[config.mk]
export PLATFORM = sky130hd
export DESIGN_NAME = execute_stage_flat
export DESIGN_NICKNAME = d
export VERILOG_FILES = /design/src/rtl/execute_stage_pkg.sv /design/src/rtl/execute_stage_if.sv /design/src/rtl/execute_stage_alu_unit.sv /design/src/rtl/execute_stage.sv /design/src/flat_wrapper.sv
export SDC_FILE = /design/constraint.sdc
export NUM_CORES = 1
export LEC_CHECK = 0
export CAP_MARGIN = 25
export CORE_MARGIN = 2
export CORE_UTILIZATION = 50
export CTS_CLUSTER_SIZE = 24
export DETAILED_ROUTE_END_ITERATION = 8
export PLACE_DENSITY = 0.89
export SYNTH_ARGS = -nofsm -noshare
export SYNTH_HDL_FRONTEND = slang
export SYNTH_HIERARCHICAL = 1
export SYNTH_SLANG_ARGS = --single-unit
[constraint.sdc]
create_clock -name Clk -period 1.7 [get_ports Clk]
set_input_delay 0.17 -clock Clk [delete_from_list [all_inputs] [get_ports Clk]]
set_output_delay 0.17 -clock Clk [all_outputs]
set_load 0.03 [all_outputs]
[src/rtl/execute_stage_pkg.sv]
// execute_stage_pkg: shared ALU op codes, branch conditions, flag indices and defaults
//   for the execute stage and its ALU.
package execute_stage_pkg;

    localparam int FLUSH_DEPTH_DEF = 2;

    // CCR bit positions; CCR reads {C,N,Z}
    localparam int FLAG_Z = 0;
    localparam int FLAG_N = 1;
    localparam int FLAG_C = 2;

    typedef enum logic [3:0] {
        OP_PASSA = 4'd0,
        OP_NOT   = 4'd1,
        OP_INC   = 4'd2,
        OP_DEC   = 4'd3,
        OP_ADD   = 4'd4,
        OP_SUB   = 4'd5,
        OP_AND   = 4'd6,
        OP_OR    = 4'd7,
        OP_SHL   = 4'd8,
        OP_SHR   = 4'd9,
        OP_PASSB = 4'd10
    } alu_op_e;

    typedef enum logic [1:0] {
        BR_Z      = 2'd0,
        BR_N      = 2'd1,
        BR_C      = 2'd2,
        BR_ALWAYS = 2'd3
    } br_cond_e;

    typedef struct packed {
        logic mr;
        logic mw;
        logic mtr;
        logic rw;
    } em_ctrl_t;

endpackage

[src/rtl/execute_stage_if.sv]
// execute_stage_if: forwarding bus from the MEM and WB stages into execute.
//   FwdEMRW/FwdEMDest/FwdEMData : write enable, destination, data of the MEM instruction
//   FwdMWRW/FwdMWDest/FwdMWData : write enable, destination, data of the WB instruction
interface execute_stage_if #(parameter int WIDTH = 16);
    logic             FwdEMRW;
    logic             FwdMWRW;
    logic [2:0]       FwdEMDest;
    logic [2:0]       FwdMWDest;
    logic [WIDTH-1:0] FwdEMData;
    logic [WIDTH-1:0] FwdMWData;

    modport master (output FwdEMRW, FwdMWRW, FwdEMDest, FwdMWDest, FwdEMData, FwdMWData);
    modport slave  (input  FwdEMRW, FwdMWRW, FwdEMDest, FwdMWDest, FwdEMData, FwdMWData);
endinterface

[src/rtl/execute_stage_alu_unit.sv]
// alu_unit: combinational ALU with carry/sign/zero and flag update masks.
//   a_i, b_i : operands        op_i : operation      shamt_i : shift amount
//   c_i      : current carry   result_o, c_o, n_o, z_o : result and flags
//   upd_zn_o, upd_c_o : which flags this op is allowed to update
module alu_unit
    import execute_stage_pkg::*;
#(
    parameter int WIDTH = 16
) (
    input  logic [WIDTH-1:0] a_i,
    input  logic [WIDTH-1:0] b_i,
    input  logic [3:0]       op_i,
    input  logic [3:0]       shamt_i,
    input  logic             c_i,
    output logic [WIDTH-1:0] result_o,
    output logic             c_o,
    output logic             n_o,
    output logic             z_o,
    output logic             upd_zn_o,
    output logic             upd_c_o
);

    logic [WIDTH:0] wide, shl_w, shr_w;

    // Extra bit catches the last bit shifted out: top bit for SHL, bottom bit for SHR
    assign shl_w = {1'b0, b_i} << shamt_i;
    assign shr_w = {b_i, 1'b0} >> shamt_i;

    always_comb begin
        wide = {1'b0, a_i};
        case (op_i)
            OP_NOT:   wide = {1'b0, ~a_i};
            OP_INC:   wide = {1'b0, a_i} + (WIDTH+1)'(1);
            OP_DEC:   wide = {1'b0, a_i} - (WIDTH+1)'(1);
            OP_ADD:   wide = {1'b0, a_i} + {1'b0, b_i};
            OP_SUB:   wide = {1'b0, b_i} - {1'b0, a_i};
            OP_AND:   wide = {1'b0, a_i & b_i};
            OP_OR:    wide = {1'b0, a_i | b_i};
            OP_SHL:   wide = shl_w;
            OP_SHR:   wide = {shr_w[0], shr_w[WIDTH:1]};
            OP_PASSB: wide = {1'b0, b_i};
            default:  wide = {1'b0, a_i};
        endcase
    end

    assign result_o = wide[WIDTH-1:0];
    // A zero-length shift shifts nothing out, so carry is kept
    assign c_o      = ((op_i == OP_SHL || op_i == OP_SHR) && shamt_i == 4'd0) ? c_i : wide[WIDTH];
    assign n_o      = result_o[WIDTH-1];
    assign z_o      = result_o == '0;
    assign upd_zn_o = op_i >= OP_NOT && op_i <= OP_SHR;
    assign upd_c_o  = (op_i >= OP_INC && op_i <= OP_SUB) || op_i == OP_SHL || op_i == OP_SHR;

endmodule

[src/rtl/execute_stage.sv]
// execute_stage: operand forwarding, ALU, CCR, branch resolution, flush counter and EM buffer.
//   Clk, Rst_n       : clock (state on negedge), async active-low reset
//   fwd              : forwarding bus from MEM/WB
//   Reg1..FlashNumIn : buffered decode/execute operands and controls
//   EM*              : registered execute/memory buffer
//   CCR              : {C,N,Z}
//   BranchTaken/Target : combinational branch resolution
//   FlushCount       : younger instructions still to squash
module execute_stage
    import execute_stage_pkg::*;
#(
    parameter int WIDTH       = 16,
    parameter int FLUSH_DEPTH = FLUSH_DEPTH_DEF
) (
    input  logic             Clk,
    input  logic             Rst_n,
    execute_stage_if.slave   fwd,
    input  logic [WIDTH-1:0] Reg1,
    input  logic [WIDTH-1:0] Reg2,
    input  logic [WIDTH-1:0] instr,
    input  logic [4:0]       Instruction,
    input  logic [2:0]       SrcAddress,
    input  logic [2:0]       RegDestination,
    input  logic [3:0]       aluSignals,
    input  logic             ALU_src,
    input  logic             shift,
    input  logic             MR,
    input  logic             MW,
    input  logic             MTR,
    input  logic             RW,
    input  logic             Branch,
    input  logic             SetC,
    input  logic             CLRC,
    input  logic [1:0]       FlashNumIn,
    output logic [WIDTH-1:0] EMResult,
    output logic [WIDTH-1:0] EMStoreData,
    output logic [2:0]       EMDest,
    output logic             EMMR,
    output logic             EMMW,
    output logic             EMMTR,
    output logic             EMRW,
    output logic [2:0]       CCR,
    output logic             BranchTaken,
    output logic [WIDTH-1:0] BranchTarget,
    output logic [1:0]       FlushCount
);

    logic [WIDTH-1:0] op_a, op_b_fwd, op_b, alu_res, res_q, store_q;
    logic [2:0]       ccr_q, ccr_d, dest_q;
    logic [1:0]       flush_q, flush_d;
    em_ctrl_t         ctrl_q, ctrl_d;
    logic             alu_c, alu_n, alu_z, upd_zn, upd_c, valid, cond, clr_flag;
    logic             unused_bits;

    // Opcode bits above the condition field and the shift flag carry nothing extra here
    assign unused_bits = ^{shift, Instruction[4:2]};

    assign op_a = (fwd.FwdEMRW && fwd.FwdEMDest == SrcAddress) ? fwd.FwdEMData :
                  (fwd.FwdMWRW && fwd.FwdMWDest == SrcAddress) ? fwd.FwdMWData : Reg1;
    assign op_b_fwd = (fwd.FwdEMRW && fwd.FwdEMDest == RegDestination) ? fwd.FwdEMData :
                      (fwd.FwdMWRW && fwd.FwdMWDest == RegDestination) ? fwd.FwdMWData : Reg2;
    assign op_b = ALU_src ? instr : op_b_fwd;

    alu_unit #(.WIDTH(WIDTH)) u_alu (
        .a_i      (op_a),
        .b_i      (op_b),
        .op_i     (aluSignals),
        .shamt_i  (instr[3:0]),
        .c_i      (ccr_q[FLAG_C]),
        .result_o (alu_res),
        .c_o      (alu_c),
        .n_o      (alu_n),
        .z_o      (alu_z),
        .upd_zn_o (upd_zn),
        .upd_c_o  (upd_c)
    );

    assign valid = FlashNumIn == 2'd0 && flush_q == 2'd0;
    // Condition reads the CCR as it stood before this instruction
    assign cond  = Instruction[1:0] == BR_ALWAYS ? 1'b1 :
                   Instruction[1:0] == BR_C      ? ccr_q[FLAG_C] :
                   Instruction[1:0] == BR_N      ? ccr_q[FLAG_N] : ccr_q[FLAG_Z];
    assign BranchTaken  = valid && Branch && cond;
    assign BranchTarget = op_a;
    assign clr_flag     = BranchTaken && Instruction[1:0] != BR_ALWAYS;

    always_comb begin
        ccr_d = ccr_q;
        if (valid) begin
            if (upd_zn) begin
                ccr_d[FLAG_Z] = alu_z;
                ccr_d[FLAG_N] = alu_n;
            end
            if (upd_c) ccr_d[FLAG_C] = alu_c;
            if (CLRC) ccr_d[FLAG_C] = 1'b0;
            if (SetC) ccr_d[FLAG_C] = 1'b1;
            // Condition codes 0..2 line up with the Z/N/C bit positions
            ccr_d = ccr_d & ~({2'b00, clr_flag} << Instruction[1:0]);
        end
    end

    assign flush_d = BranchTaken ? 2'(FLUSH_DEPTH) : flush_q != 2'd0 ? flush_q - 2'd1 : 2'd0;
    assign ctrl_d  = valid ? {MR, MW, MTR, RW} : '0;

    always_ff @(negedge Clk or negedge Rst_n) begin
        if (!Rst_n) begin
            ccr_q   <= '0;
            flush_q <= '0;
            res_q   <= '0;
            store_q <= '0;
            dest_q  <= '0;
            ctrl_q  <= '0;
        end else begin
            ccr_q   <= ccr_d;
            flush_q <= flush_d;
            res_q   <= alu_res;
            store_q <= op_b_fwd;
            dest_q  <= RegDestination;
            ctrl_q  <= ctrl_d;
        end
    end

    assign EMResult    = res_q;
    assign EMStoreData = store_q;
    assign EMDest      = dest_q;
    assign EMMR        = ctrl_q.mr;
    assign EMMW        = ctrl_q.mw;
    assign EMMTR       = ctrl_q.mtr;
    assign EMRW        = ctrl_q.rw;
    assign CCR         = ccr_q;
    assign FlushCount  = flush_q;

endmodule

[src/flat_wrapper.sv]
// flat-port wrapper written by rule: the top's interface ports become plain ports
module execute_stage_flat import execute_stage_pkg::*;
#(
    parameter int WIDTH       = 16,
    parameter int FLUSH_DEPTH = FLUSH_DEPTH_DEF
)
  (Clk, Rst_n, Reg1, Reg2, instr, Instruction, SrcAddress, RegDestination, aluSignals, ALU_src, shift, MR, MW, MTR, RW, Branch, SetC, CLRC, FlashNumIn, EMResult, EMStoreData, EMDest, EMMR, EMMW, EMMTR, EMRW, CCR, BranchTaken, BranchTarget, FlushCount, fwd_FwdEMRW, fwd_FwdMWRW, fwd_FwdEMDest, fwd_FwdMWDest, fwd_FwdEMData, fwd_FwdMWData);
  execute_stage_if #(.WIDTH(WIDTH)) fwd_i ();
  input  logic Clk;
  input  logic Rst_n;
  input  logic [WIDTH-1:0] Reg1;
  input  logic [WIDTH-1:0] Reg2;
  input  logic [WIDTH-1:0] instr;
  input  logic [4:0] Instruction;
  input  logic [2:0] SrcAddress;
  input  logic [2:0] RegDestination;
  input  logic [3:0] aluSignals;
  input  logic ALU_src;
  input  logic shift;
  input  logic MR;
  input  logic MW;
  input  logic MTR;
  input  logic RW;
  input  logic Branch;
  input  logic SetC;
  input  logic CLRC;
  input  logic [1:0] FlashNumIn;
  output logic [WIDTH-1:0] EMResult;
  output logic [WIDTH-1:0] EMStoreData;
  output logic [2:0] EMDest;
  output logic EMMR;
  output logic EMMW;
  output logic EMMTR;
  output logic EMRW;
  output logic [2:0] CCR;
  output logic BranchTaken;
  output logic [WIDTH-1:0] BranchTarget;
  output logic [1:0] FlushCount;
  input wire logic [$bits(fwd_i.FwdEMRW)-1:0] fwd_FwdEMRW;
  input wire logic [$bits(fwd_i.FwdMWRW)-1:0] fwd_FwdMWRW;
  input wire logic [$bits(fwd_i.FwdEMDest)-1:0] fwd_FwdEMDest;
  input wire logic [$bits(fwd_i.FwdMWDest)-1:0] fwd_FwdMWDest;
  input wire logic [$bits(fwd_i.FwdEMData)-1:0] fwd_FwdEMData;
  input wire logic [$bits(fwd_i.FwdMWData)-1:0] fwd_FwdMWData;
  assign fwd_i.FwdEMRW = fwd_FwdEMRW;
  assign fwd_i.FwdMWRW = fwd_FwdMWRW;
  assign fwd_i.FwdEMDest = fwd_FwdEMDest;
  assign fwd_i.FwdMWDest = fwd_FwdMWDest;
  assign fwd_i.FwdEMData = fwd_FwdEMData;
  assign fwd_i.FwdMWData = fwd_FwdMWData;
  execute_stage #(.WIDTH(WIDTH), .FLUSH_DEPTH(FLUSH_DEPTH)) u_core (.Clk(Clk), .Rst_n(Rst_n), .fwd(fwd_i), .Reg1(Reg1), .Reg2(Reg2), .instr(instr), .Instruction(Instruction), .SrcAddress(SrcAddress), .RegDestination(RegDestination), .aluSignals(aluSignals), .ALU_src(ALU_src), .shift(shift), .MR(MR), .MW(MW), .MTR(MTR), .RW(RW), .Branch(Branch), .SetC(SetC), .CLRC(CLRC), .FlashNumIn(FlashNumIn), .EMResult(EMResult), .EMStoreData(EMStoreData), .EMDest(EMDest), .EMMR(EMMR), .EMMW(EMMW), .EMMTR(EMMTR), .EMRW(EMRW), .CCR(CCR), .BranchTaken(BranchTaken), .BranchTarget(BranchTarget), .FlushCount(FlushCount));
endmodule
==> results.json, run 1 <==
{
  "root_buffer": "clkbuf_16",
  "ys_ff_latch": 44,
  "io_pins": 177,
  "std_cell_rows": 43,
  "max-clock-path-buffers": 2,
  "synth-edff-count": 0,
  "cts_hold_buf": 0,
  "dp_hpwl_um": 29800,
  "htree_levels": 2,
  "synth_top_area_share_pct": 15.6,
  "synth.largest_area_cell": "dfrtn_1",
  "place_inst": 1516,
  "cts_resized": 382,
  "io_buffers": 172,
  "outcome": "did not finish",
  "dieHeight_um": 123,
  "die_x_um": 123,
  "gp_congestion": 1.18,
  "synth_cell_types": 78,
  "synth_cells": 933,
  "synth_flop_cell": "dfrtn_1",
  "ys_seq_area_share_pct": 15.6,
  "syn_area_sq_mm": 0.00707,
  "failing_step": "clock tree synthesis (4_1_cts)",
  "clock-sinks": 44,
  "start_util_pct": 51.2,
  "syn-num-nets": 1085,
  "cts_buffers": 5,
  "syn_area_per_cell_sq_um": 7.58,
  "yosysWarnings": 6,
  "error_line": "[ERROR DPL-0033] detailed placement checks failed during check placement.",
  "synth.top_cells.by_area": "dfrtn_1 16%, mux2i_1 7.6%, ha_1 6.0%, a21oi_1 5.9%, nor2_1 5.5%",
  "async_reset_ff_share_pct": 100,
  "post_cts_buffers": 74
}
Yosys cell counts (all sizes together), types with 4 or more instances:
cell	n
nand4	7
o21ai	59
nor4	8
inv	19
nor2	104
or3	8
o32ai	5
a31oi	14
nor3	17
o211ai	8
nand3b	9
nor2b	14
mux2	11
and2	14
xor2	17
nand2b	17
clkbuf	41
ha	34
o32a	4
nand3	18
o221ai	13
dfrtn	44
mux2i	54
o2111ai	6
a211oi	12
a221oi	24
o31ai	20
and3	23
a22oi	4
nand2	74
a21oi	84
a21o	16
xnor2	23
mux4	12
o22ai	8
buf	38
kinds of logic after synthesis:
group | after synthesis | share of synthesized area [%]
buffers and inverters | 99 | 6.62
adders and majority gates | 36 | 6.58
DFF | 44 | 15.6
xor gates and xnor gates | 40 | 5.06
muxes | 77 | 13.2
and+or+nand+nor | 330 | 23.2
AOI/OAI and AO/OA | 307 | 29.8
metrics by stage:
| step | setup WS, ns | cell area [sq um] | hold WS, ns | TNS (ns) |
|---|---|---|---|---|
| after floorplan | -3.05 | 7550 | 0.501 | -52.00 |
| after global placement | -3.99 | 11400 | 0.540 | -92.94 |
| after detailed placement | -4.55 | 11400 | 0.562 | -104.65 |
==> run 2, diff against run 1 <==
Settings changed: CORE_UTILIZATION 50 to 35, CTS_CLUSTER_SIZE 24 to not set, PLACE_DENSITY 0.89 to not set, PLACE_DENSITY_LB_ADDON set to 0.15.
==> run 2 against run 1 <==
- the flow now finishes, with violations (negative setup slack)
- area after synthesis stayed put
- synthesized cell count did not move
==> results.json, run 2 <==
{
  "outcome": "finished with violations",
  "violations": "negative setup slack",
  "fin_util_pct": 75.4,
  "cts_buffers": 5,
  "n_fill_cell": 1337,
  "grt_pass1_vias": 9960,
  "drcViolationCount": 0,
  "p_seq_share_pct": 13.9,
  "synth_top_area_share_pct": 15.6,
  "std_cell_rows": 51,
  "htree_levels": 2,
  "slew_headroom_pct": 25.9,
  "finalPower_mw": 9.37,
  "hold_viol_final": 0,
  "grt_antenna_before_repair": 0,
  "setup_slack_ns": -3.40,
  "place_area_sq_mm": 0.0118,
  "cts_tree": "yes",
  "required_ns": 1.19,
  "yosysWarnings": 6,
  "cp-end-kind": "flip-flop",
  "slew_violations": 0,
  "worst_hold_slack_ns": 0.552,
  "synth.top_cells.by_area": "dfrtn_1 16%, mux2i_1 7.6%, ha_1 6.0%, a21oi_1 5.9%, nor2_1 5.5%",
  "synth_cells": 933,
  "synth_commonest_cells": "104 x nor2_1, 84 x a21oi_1, 74 x nand2_1",
  "grt_max_degree": 45,
  "syn_area_sq_mm": 0.00707,
  "fin_cells": 1731,
  "synth_most_common_cell": "nor2_1",
  "path_class": "in -> reg",
  "layout.nets": 1617,
  "p_int_mw": 5.32,
  "grt_pass1_wl_um": 59200,
  "routedWlPerCell_um": 25.3,
  "gr-total-overflow": 0,
  "track_usage_pct": 35.5,
  "root_buffer": "clkbuf_16",
  "cts_hold_buf": 0,
  "start_kind": "input pin",
  "switchingPower_mw": 4.05,
  "highest_layer": "met4",
  "drtIter0Drc": 1173,
  "clk_latency_ns": 0.32,
  "coreArea_sq_mm": 0.0197,
  "pwr-share-clk_pct": 12.9,
  "final_antenna_net_count": 0,
  "drive_gt1_share_pct": 53.8,
  "crit_arrival_ns": 4.59,
  "syn_area_per_cell_sq_um": 7.58,
  "wl_met1_um": 16800,
  "seq_area_sq_mm": 0.00110,
  "synth-edff-count": 0,
  "final_area_sq_mm": 0.0148,
  "ys_ff_latch": 44,
  "drv_cap": 0,
  "max-clock-path-buffers": 2,
  "met2WireLength_um": 20600,
  "final_cell_mix": "319 x buf_4, 142 x buf_6, 87 x clkdlybuf4s50_1, 68 x nor2_1, 67 x nand2_1",
  "cp_max_fo": 4,
  "synth_cell_types": 78,
  "syn-num-nets": 1085,
  "worstHoldPathType": "reg -> reg",
  "worst_pin_slew_ns": 1.10,
  "gp_congestion": 1.01,
  "first_pass_iters": 6,
  "io_buffers": 172,
  "place_inst": 1633,
  "synth_flop_cell": "dfrtn_1",
  "vias_per_cell": 6.07,
  "num_antenna_cells": 0,
  "synth.largest_area_cell": "dfrtn_1",
  "setup_viol": 95,
  "die_x_um": 146,
  "fin_skew_ns": 0.00379,
  "wirelength_um": 43800,
  "multi_input_comb_area_sq_mm": 0.00741,
  "synthToLayoutAreaGrowth_pct": 110,
  "irDropWorstVdd_mv": 0.406,
  "rsz0062_at_grt": "true",
  "dieHeight_um": 146,
  "switching_share_pct": 43.2,
  "clock-sinks": 44,
  "wl_met3_um": 4040,
  "io_pins": 177,
  "start_util_pct": 36.0,
  "layout_commonest_cell": "buf_4",
  "dieArea_sq_mm": 0.0214,
  "clk_pin_slew_ns": 0.05,
  "async_reset_ff_share_pct": 100,
  "combPwrFrac_pct": 73.2,
  "ys_seq_area_share_pct": 15.6,
  "p_leak_nw": 6.43,
  "routed-via-count": 10501,
  "dp_hpwl_um": 29300,
  "power_density_mw_per_mm2": 632
}
-- run 2: cell counts after synthesis --
No cell type changed its count.
-- run 2: final timing paths --
check | cells past startpoint | end | start | slack (ns)
worst min-delay path | 2 | u_core/FlushCount[0]$_DFF_NN0_ | u_core/FlushCount[0]$_DFF_NN0_ | 0.55
worst max register to register | 10 | u_core/CCR[2]$_DFFE_NN0N_ | u_core/CCR[2]$_DFFE_NN0N_ | -0.20
worst max-delay path | 21 | u_core/CCR[0]$_DFFE_NN0N_ | RegDestination[0] | -3.40
min in group asynchronous | 2 | u_core/EMStoreData[8]$_DFF_NN0_ | Rst_n | 0.58
worst min register to register | 2 | u_core/FlushCount[0]$_DFF_NN0_ | u_core/FlushCount[0]$_DFF_NN0_ | 0.55
max in group asynchronous | 2 | u_core/CCR[2]$_DFFE_NN0N_ | Rst_n | 0.85
-- run 2: area by class of cell --
class / count / area share (%)
Clock buffer: 5 / 0.844
Multi-Input combinational cell: 790 / 50.0
Inverter: 20 / 0.506
Timing Repair Buffer: 604 / 38.7
Tap cell: 265 / 2.24
Clock inverter: 3 / 0.312
Sequential cell: 44 / 7.43
-- run 2: routing by layer --
metal,vias up,GRT usage [%]
li1,4586,-
met1,5040,46.3
met2,692,58.0
met3,183,6.63
met4,0,14.6
met5,-,0
-- run 2: through the flow --
step	setup TNS, ns	setup slack [ns]
global placement	-107.79	-4.60
global route	-77.63	-3.52
floorplan	-52.00	-3.05
finish	-74.85	-3.40
detailed placement	-106.05	-4.54
CTS	-69.47	-3.26
-- run 2: power groups by stage --
stage,sequential [mW],clock (mW),combinational [mW]
after floorplan,1.56,0,2.25
after global placement,1.28,0,4.93
after detailed placement,1.28,0,4.95
after CTS,1.29,1.18,5.95
after global routing,1.32,1.26,7.13
final,1.31,1.21,6.86
-- run 2: critical path, stage by stage --
cell	delay, ns
buf_2	0.16
xnor2_2	0.25
and4_4	0.31
buf_12	0.13
buf_6	0.12
a221oi_4	0.04
o31ai_4	0.33
inv_2	0.10
ha_4	0.18
fa_2	0.37
xnor2_1	0.15
a21oi_1	0.16
o211ai_1	0.14
o32a_1	0.40
or3_4	0.42
nor4_4	0.31
nand4bb_1	0.17
nor4_2	0.25
buf_4	0.19
o32ai_2	0.08
a21oi_1	0.14
-- run 2: logic make-up (layout without fill, tap and decap cells) --
kind of cell / Yosys count / in the layout / synth area share (%)
AO/OA/AOI/OAI: 307 / 307 / 29.8
XOR/XNOR: 40 / 40 / 5.06
adder cells (fa/ha/maj): 36 / 36 / 6.58
buffers and inverters: 99 / 632 / 6.62
flip-flops: 44 / 44 / 15.6
multiplexers: 77 / 77 / 13.2
AND/OR/NAND/NOR: 330 / 330 / 23.2
-- run 2: repair_timing --
item	CTS	global route
buffers inserted	61	50
resized for setup	364	172
setup endpoints to repair	101	101
pin swaps	117	97
cloned	1	2
Power figures use the tool's default switching activity.
